File: src/rtl/fixfloat_pkg.sv
// Shared constants and pipeline stage records for the float/fixed-point converters.
package fixfloat_pkg;

    localparam int unsigned FP32_BIAS   = 127;
    localparam int unsigned FP32_MANT_W = 23;
    localparam int unsigned FIX_W       = 32;
    localparam logic [FIX_W-1:0] FIX_MAX = 32'h7FFF_FFFF;
    localparam logic [FIX_W-1:0] FIX_MIN = 32'h8000_0000;

    localparam int unsigned SHIFT_W = 9;
    // Right shifts beyond this leave only sticky information.
    localparam int unsigned GRS_W   = 26;

    typedef struct packed {
        logic                 valid;
        logic                 sign;
        logic                 zero;
        logic                 sat;
        logic                 nan;
        logic [SHIFT_W-1:0]   shift;
        logic [FP32_MANT_W:0] mant;
    } s1_t;

    typedef struct packed {
        logic             valid;
        logic             sign;
        logic             zero;
        logic             sat;
        logic             nan;
        logic [FIX_W-1:0] mag;
        logic             guard;
        logic             sticky;
    } s2_t;

endpackage

File: src/rtl/fix_round_sat.sv
// Final stage: round-to-nearest-even, negate and saturate into signed fixed point.
// Status flags {ovf, unf, nan} are built only with FLOAT2FIX_STATUS_EN.
module fix_round_sat
    import fixfloat_pkg::*;
(
    input  logic             sign_i,
    input  logic             zero_i,
    input  logic             sat_i,
    input  logic             nan_i,
    input  logic [FIX_W-1:0] mag_i,
    input  logic             guard_i,
    input  logic             sticky_i,
    output logic [FIX_W-1:0] result_o
`ifdef FLOAT2FIX_STATUS_EN
    ,
    output logic [2:0]       flags_o
`endif
);

    logic             round_up;
    logic [FIX_W:0]   rounded;
    logic             ovf;

    assign round_up = guard_i & (sticky_i | mag_i[0]);
    assign rounded  = {1'b0, mag_i} + {{FIX_W{1'b0}}, round_up};
    // A carry reaching the sign bit is treated as overflow, even for the negative extreme.
    assign ovf      = sat_i | rounded[FIX_W] | rounded[FIX_W-1];

    always_comb begin
        result_o = '0;
        if (nan_i || zero_i) begin
            result_o = '0;
        end else if (ovf) begin
            result_o = sign_i ? FIX_MIN : FIX_MAX;
        end else if (sign_i) begin
            result_o = -rounded[FIX_W-1:0];
        end else begin
            result_o = rounded[FIX_W-1:0];
        end
    end

`ifdef FLOAT2FIX_STATUS_EN
    always_comb begin
        flags_o    = '0;
        flags_o[2] = ovf & ~nan_i & ~zero_i;
        flags_o[1] = ~nan_i & ~zero_i & ~ovf & (rounded == '0);
        flags_o[0] = nan_i;
    end
`endif

endmodule

File: src/rtl/float32_2_fix12.sv
// AXI4-Stream binary32 -> signed Q(32-FRAC_BITS).FRAC_BITS converter, 3-stage elastic pipeline.
// Optional tuser status flags are enabled by defining FLOAT2FIX_STATUS_EN.
module float32_2_fix12
    import fixfloat_pkg::*;
#(
    parameter int unsigned FRAC_BITS = 12
) (
    input  logic              aclk,
    input  logic              areset,
    input  logic              s_axis_a_tvalid,
    output logic              s_axis_a_tready,
    input  logic [31:0]       s_axis_a_tdata,
    output logic              m_axis_result_tvalid,
    input  logic              m_axis_result_tready,
    output logic [FIX_W-1:0]  m_axis_result_tdata
`ifdef FLOAT2FIX_STATUS_EN
    ,
    output logic [2:0]        m_axis_result_tuser
`endif
);

    localparam int SHIFT_OFS = FP32_BIAS + FP32_MANT_W - FRAC_BITS;
    localparam int OVF_SH    = FIX_W - 1 - FP32_MANT_W;

    s1_t s1_d, s1_q;
    s2_t s2_d, s2_q;

    logic             out_valid_q;
    logic [FIX_W-1:0] out_data_q;
    logic [FIX_W-1:0] rs_data;

    logic out_ready, s2_ready, s1_ready;

    // Each stage may load when empty or when its current contents move on.
    assign out_ready       = ~out_valid_q | m_axis_result_tready;
    assign s2_ready        = ~s2_q.valid | out_ready;
    assign s1_ready        = ~s1_q.valid | s2_ready;
    assign s_axis_a_tready = s1_ready;

    // S1: unpack and classify
    logic [7:0]             in_exp;
    logic [FP32_MANT_W-1:0] in_frac;

    assign in_exp  = s_axis_a_tdata[30:23];
    assign in_frac = s_axis_a_tdata[FP32_MANT_W-1:0];

    always_comb begin
        s1_d       = '0;
        s1_d.valid = s_axis_a_tvalid;
        s1_d.sign  = s_axis_a_tdata[31];
        s1_d.shift = SHIFT_W'(in_exp) - SHIFT_W'(SHIFT_OFS);
        // Denormals keep a zero hidden bit and round away to nothing downstream.
        s1_d.mant  = {in_exp != 8'd0, in_frac};
        s1_d.zero  = (in_exp == 8'd0) && (in_frac == '0);
        s1_d.nan   = (in_exp == 8'hFF) && (in_frac != '0);
        if (in_exp == 8'hFF) begin
            s1_d.sat = (in_frac == '0);
        end else begin
            s1_d.sat = $signed(s1_d.shift) >= $signed(SHIFT_W'(OVF_SH));
        end
    end

    // S2: barrel shift with guard/sticky capture on right shifts
    logic [SHIFT_W-1:0]         rsh;
    logic [4:0]                 rsh_cl;
    logic [FP32_MANT_W+GRS_W:0] wide;

    assign rsh    = -s1_q.shift;
    assign rsh_cl = (rsh > SHIFT_W'(GRS_W)) ? 5'(GRS_W) : rsh[4:0];
    assign wide   = {s1_q.mant, {GRS_W{1'b0}}} >> rsh_cl;

    always_comb begin
        s2_d       = '0;
        s2_d.valid = s1_q.valid;
        s2_d.sign  = s1_q.sign;
        s2_d.zero  = s1_q.zero;
        s2_d.sat   = s1_q.sat;
        s2_d.nan   = s1_q.nan;
        if (!s1_q.shift[SHIFT_W-1]) begin
            // Only shifts below the overflow threshold matter; larger ones are saturated.
            s2_d.mag = {{(FIX_W-FP32_MANT_W-1){1'b0}}, s1_q.mant} << s1_q.shift[2:0];
        end else begin
            s2_d.mag    = {{(FIX_W-FP32_MANT_W-1){1'b0}}, wide[FP32_MANT_W+GRS_W:GRS_W]};
            s2_d.guard  = wide[GRS_W-1];
            s2_d.sticky = |wide[GRS_W-2:0];
        end
    end

    // S3: round, negate, saturate
`ifdef FLOAT2FIX_STATUS_EN
    logic [2:0] rs_flags;
    logic [2:0] out_user_q;

    fix_round_sat u_round_sat (
        .sign_i   (s2_q.sign),
        .zero_i   (s2_q.zero),
        .sat_i    (s2_q.sat),
        .nan_i    (s2_q.nan),
        .mag_i    (s2_q.mag),
        .guard_i  (s2_q.guard),
        .sticky_i (s2_q.sticky),
        .result_o (rs_data),
        .flags_o  (rs_flags)
    );

    assign m_axis_result_tuser = out_user_q;

    always_ff @(posedge aclk) begin
        if (areset) begin
            out_user_q <= '0;
        end else if (out_ready && s2_q.valid) begin
            out_user_q <= rs_flags;
        end
    end
`else
    fix_round_sat u_round_sat (
        .sign_i   (s2_q.sign),
        .zero_i   (s2_q.zero),
        .sat_i    (s2_q.sat),
        .nan_i    (s2_q.nan),
        .mag_i    (s2_q.mag),
        .guard_i  (s2_q.guard),
        .sticky_i (s2_q.sticky),
        .result_o (rs_data)
    );
`endif

    always_ff @(posedge aclk) begin
        if (areset) begin
            s1_q        <= '0;
            s2_q        <= '0;
            out_valid_q <= 1'b0;
            out_data_q  <= '0;
        end else begin
            if (s1_ready) begin
                s1_q <= s1_d;
            end
            if (s2_ready) begin
                s2_q <= s2_d;
            end
            if (out_ready) begin
                out_valid_q <= s2_q.valid;
                if (s2_q.valid) begin
                    out_data_q <= rs_data;
                end
            end
        end
    end

    assign m_axis_result_tvalid = out_valid_q;
    assign m_axis_result_tdata  = out_data_q;

endmodule

File: config.mk
export PLATFORM = sky130hd
export DESIGN_NAME = float32_2_fix12
export DESIGN_NICKNAME = d
export VERILOG_FILES = /design/src/rtl/fixfloat_pkg.sv /design/src/rtl/fix_round_sat.sv /design/src/rtl/float32_2_fix12.sv
export SDC_FILE = /design/constraint.sdc
export NUM_CORES = 1
export LEC_CHECK = 0
export CORE_UTILIZATION = 25
export CTS_CLUSTER_DIAMETER = 30
export CTS_CLUSTER_SIZE = 40
export DETAILED_ROUTE_END_ITERATION = 10
export MAX_ROUTING_LAYER = met4
export PLACE_DENSITY = 0.48
export SLEW_MARGIN = 10
export SYNTH_ARGS = -nofsm -noshare
export SYNTH_HDL_FRONTEND = slang
export SYNTH_SLANG_ARGS = --single-unit
File: constraint.sdc
create_clock -name aclk -period 8.1 [get_ports aclk]
set_input_delay 1.62 -clock aclk [delete_from_list [all_inputs] [get_ports aclk]]
set_output_delay 1.62 -clock aclk [all_outputs]
set_load 0.02 [all_outputs]
==> metrics <==
outcome=completed; routed len/inst=17.8 um; initial drt markers=~800; most common cell in the netlist=nand2_1; via/cell ratio=5.52; area delta synth->final=13.5%; Clk pin slew, worst setup/hold paths=0.07 ns; antenna-violating nets left=0; Post-synth EDFFs=0; setup_tns=0 ns; predominant post-synthesis flop cell=dfxtp_1; syn nets=between 1000 and 1500; initial antenna violation count=0; critical path type=in2out; vias in the first global route=between 9000 and 10000; drt first pass iters=7; Req. time, crit path=6.48 ns; Avg Cell Area, Syn=6.81 um2; Commonest cells post-synth=nand2_1 (185), nor2_1 (139), a21oi_1 (130); sequential-to-total area share from yosys stat=23.8%; Pwr Total=1500 uW; initial core utilization=25.6%; Yosys top cell area share=between 20% and 30%; maximum number of pins on one net before global-route repair=93; grt ovf=0; crit-path max FO=38; register bit total from synthesis=109; Inserted Clock Buffers=9; port bufs=69; pwr/cell area=143 mW/mm2; Max Cap Viol=0; Arr. time, crit path=approximately 4.2 ns; Via Count=9857; ys async rst share=0%; Period minus WS final=~5.8 ns; unrepaired setup endpoints after global routing=no; # diodes=0; GPL Wtd Cong=0.882; core area=0.0358 mm2; DIE AREA=~0.038 mm2; first-pass GRT wire length=51.2 mm; CTS resizes=0; share of cells above drive strength 1=under 10%; Peak Freq=0.173 GHz; worst slew pin tran=1.06 ns; clk_lat worst skew=0.36 ns; cell taking the most area after synthesis=dfxtp_1; Post-CTS Hold Fix Bufs=0; Post-CTS Setup Inserts=0; Clock Tree Buf Depth=2; Chip Width=194 um; Cell variety after synth=slightly above 80; DRC viols=0; Post-Syn Instances=1348; Critical Path Sink Type=output pin; Leak=0.00358 uW; final worst-path cycle share=71.2%; Max Slew Vio Count=0; Synth Cell Area=0.00918 mm2; CTS tree=done; post-DP HPWL=approximately 23 mm; Area contributors post-synth=dfxtp_1 (24%), nand2_1 (7.6%), a21oi_1 (7.1%); Die Y=194 um; Hold Vio Cnt, Final=0; maximum VDD drop=107 uV; clock root cell=clkbuf_16; Final Setup Violations=0; CTS H-tree depth=3; clk sinks=around 110; drt total wl=31.7 mm; Max Clock Skew=0.00981 ns; Rows=69; Max-slew headroom=a little over a quarter; Worst setup SP type=input port; Nets=1363; worst min-delay path class=reg2reg; synth warn=0; Total GRT Usage=17.2%; IO Pins=70
[cells by family after synthesis]
kind of cell	synth area share, %
XOR/XNOR	3.72
AND/OR/NAND/NOR	28.7
flip-flops	23.8
buffers and inverters	6.40
adder cells (fa/ha/maj)	0.817
AO/OA/AOI/OAI	28.9
multiplexers	7.70
[placed cells by master, fill, tap and decap left out, drive strengths merged, types with 15 or more instances in the layout]
master | Yosys | routed
and3 | 19 | 19
nand2 | 186 | 186
nor3 | 61 | 61
nand4 | 18 | 18
inv | 23 | 23
nor2 | 140 | 140
a21oi | 130 | 130
nand3 | 49 | 49
mux2 | 19 | 19
dfxtp | 109 | 109
mux2i | 47 | 47
clkdlybuf4s50 | 0 | 68
o21ai | 102 | 102
nor4 | 19 | 19
buf | 28 | 20
o31ai | 15 | 15
a31oi | 25 | 25
xnor2 | 25 | 25
[critical path: stages]
cell and delay (ns):
clkdlybuf4s50_1 0.46, nor2b_1 0.07, and3_1 0.19, buf_4 0.24, inv_1 0.79, clkdlybuf4s50_1 0.77
[power breakdown]
part           leakage [uW]  switching (uW)  internal [uW]
Sequential         0.000894            47.9            562
Clock              0.000141             204            255
Combinational       0.00255             260            166
[per-stage QoR]
step                      hold WS (ns)  instances  instance area [um2]  setup WS [ns]  util, %
final                            0.455       1786                10400           2.33     29.1
after global routing             0.470       1786                10400           2.14     29.1
after CTS                        0.457       1786                10400           2.30     29.1
after detailed placement         0.447       1771                10100           2.31     28.2
after global placement           0.445       1771                10100           2.31     28.2
after floorplan                  0.432       1348                 9180           3.92        -
[final timing paths]
check | end | slack, ns | depth (start not counted) | start
hold reg to reg | m_axis_result_tdata[21] | 0.46 | 2 | m_axis_result_tdata[21]
setup / recovery | s_axis_a_tready | 2.33 | 6 | m_axis_result_tready
hold / removal | m_axis_result_tdata[21] | 0.46 | 2 | m_axis_result_tdata[21]
setup reg to reg | s2_q[0] | 3.06 | 12 | s1_q[25]
[metal layers]
| metal | GRT usage (%) | routed length, um | up-vias |
|---|---|---|---|
| li1 | - | - | 4875 |
| met1 | 23.6 | 15700 | 4671 |
| met2 | 26.6 | 14100 | 286 |
| met3 | 2.24 | 1480 | 25 |
| met4 | 4.15 | 456 | 0 |
| met5 | - | 0 | - |
[sequential cells by signal, indices dropped and copies added (netlist names)]
| register | flops |
|---|---|
| s1_q | 38 |
| s2_q | 38 |
| m_axis_result_tvalid | 1 |
| m_axis_result_tdata | 32 |
[area by class of cell]
class,count,area (um2)
multi-input cells,1090,6440
inverters,23,86.3
well taps,461,577
flip-flops and latches,109,2180
fillers,4000,25400
clock buffers,12,256
clock inverters,3,45.0
repair buffers,88,831
Note: power is estimated with default switching activity, not from simulation.
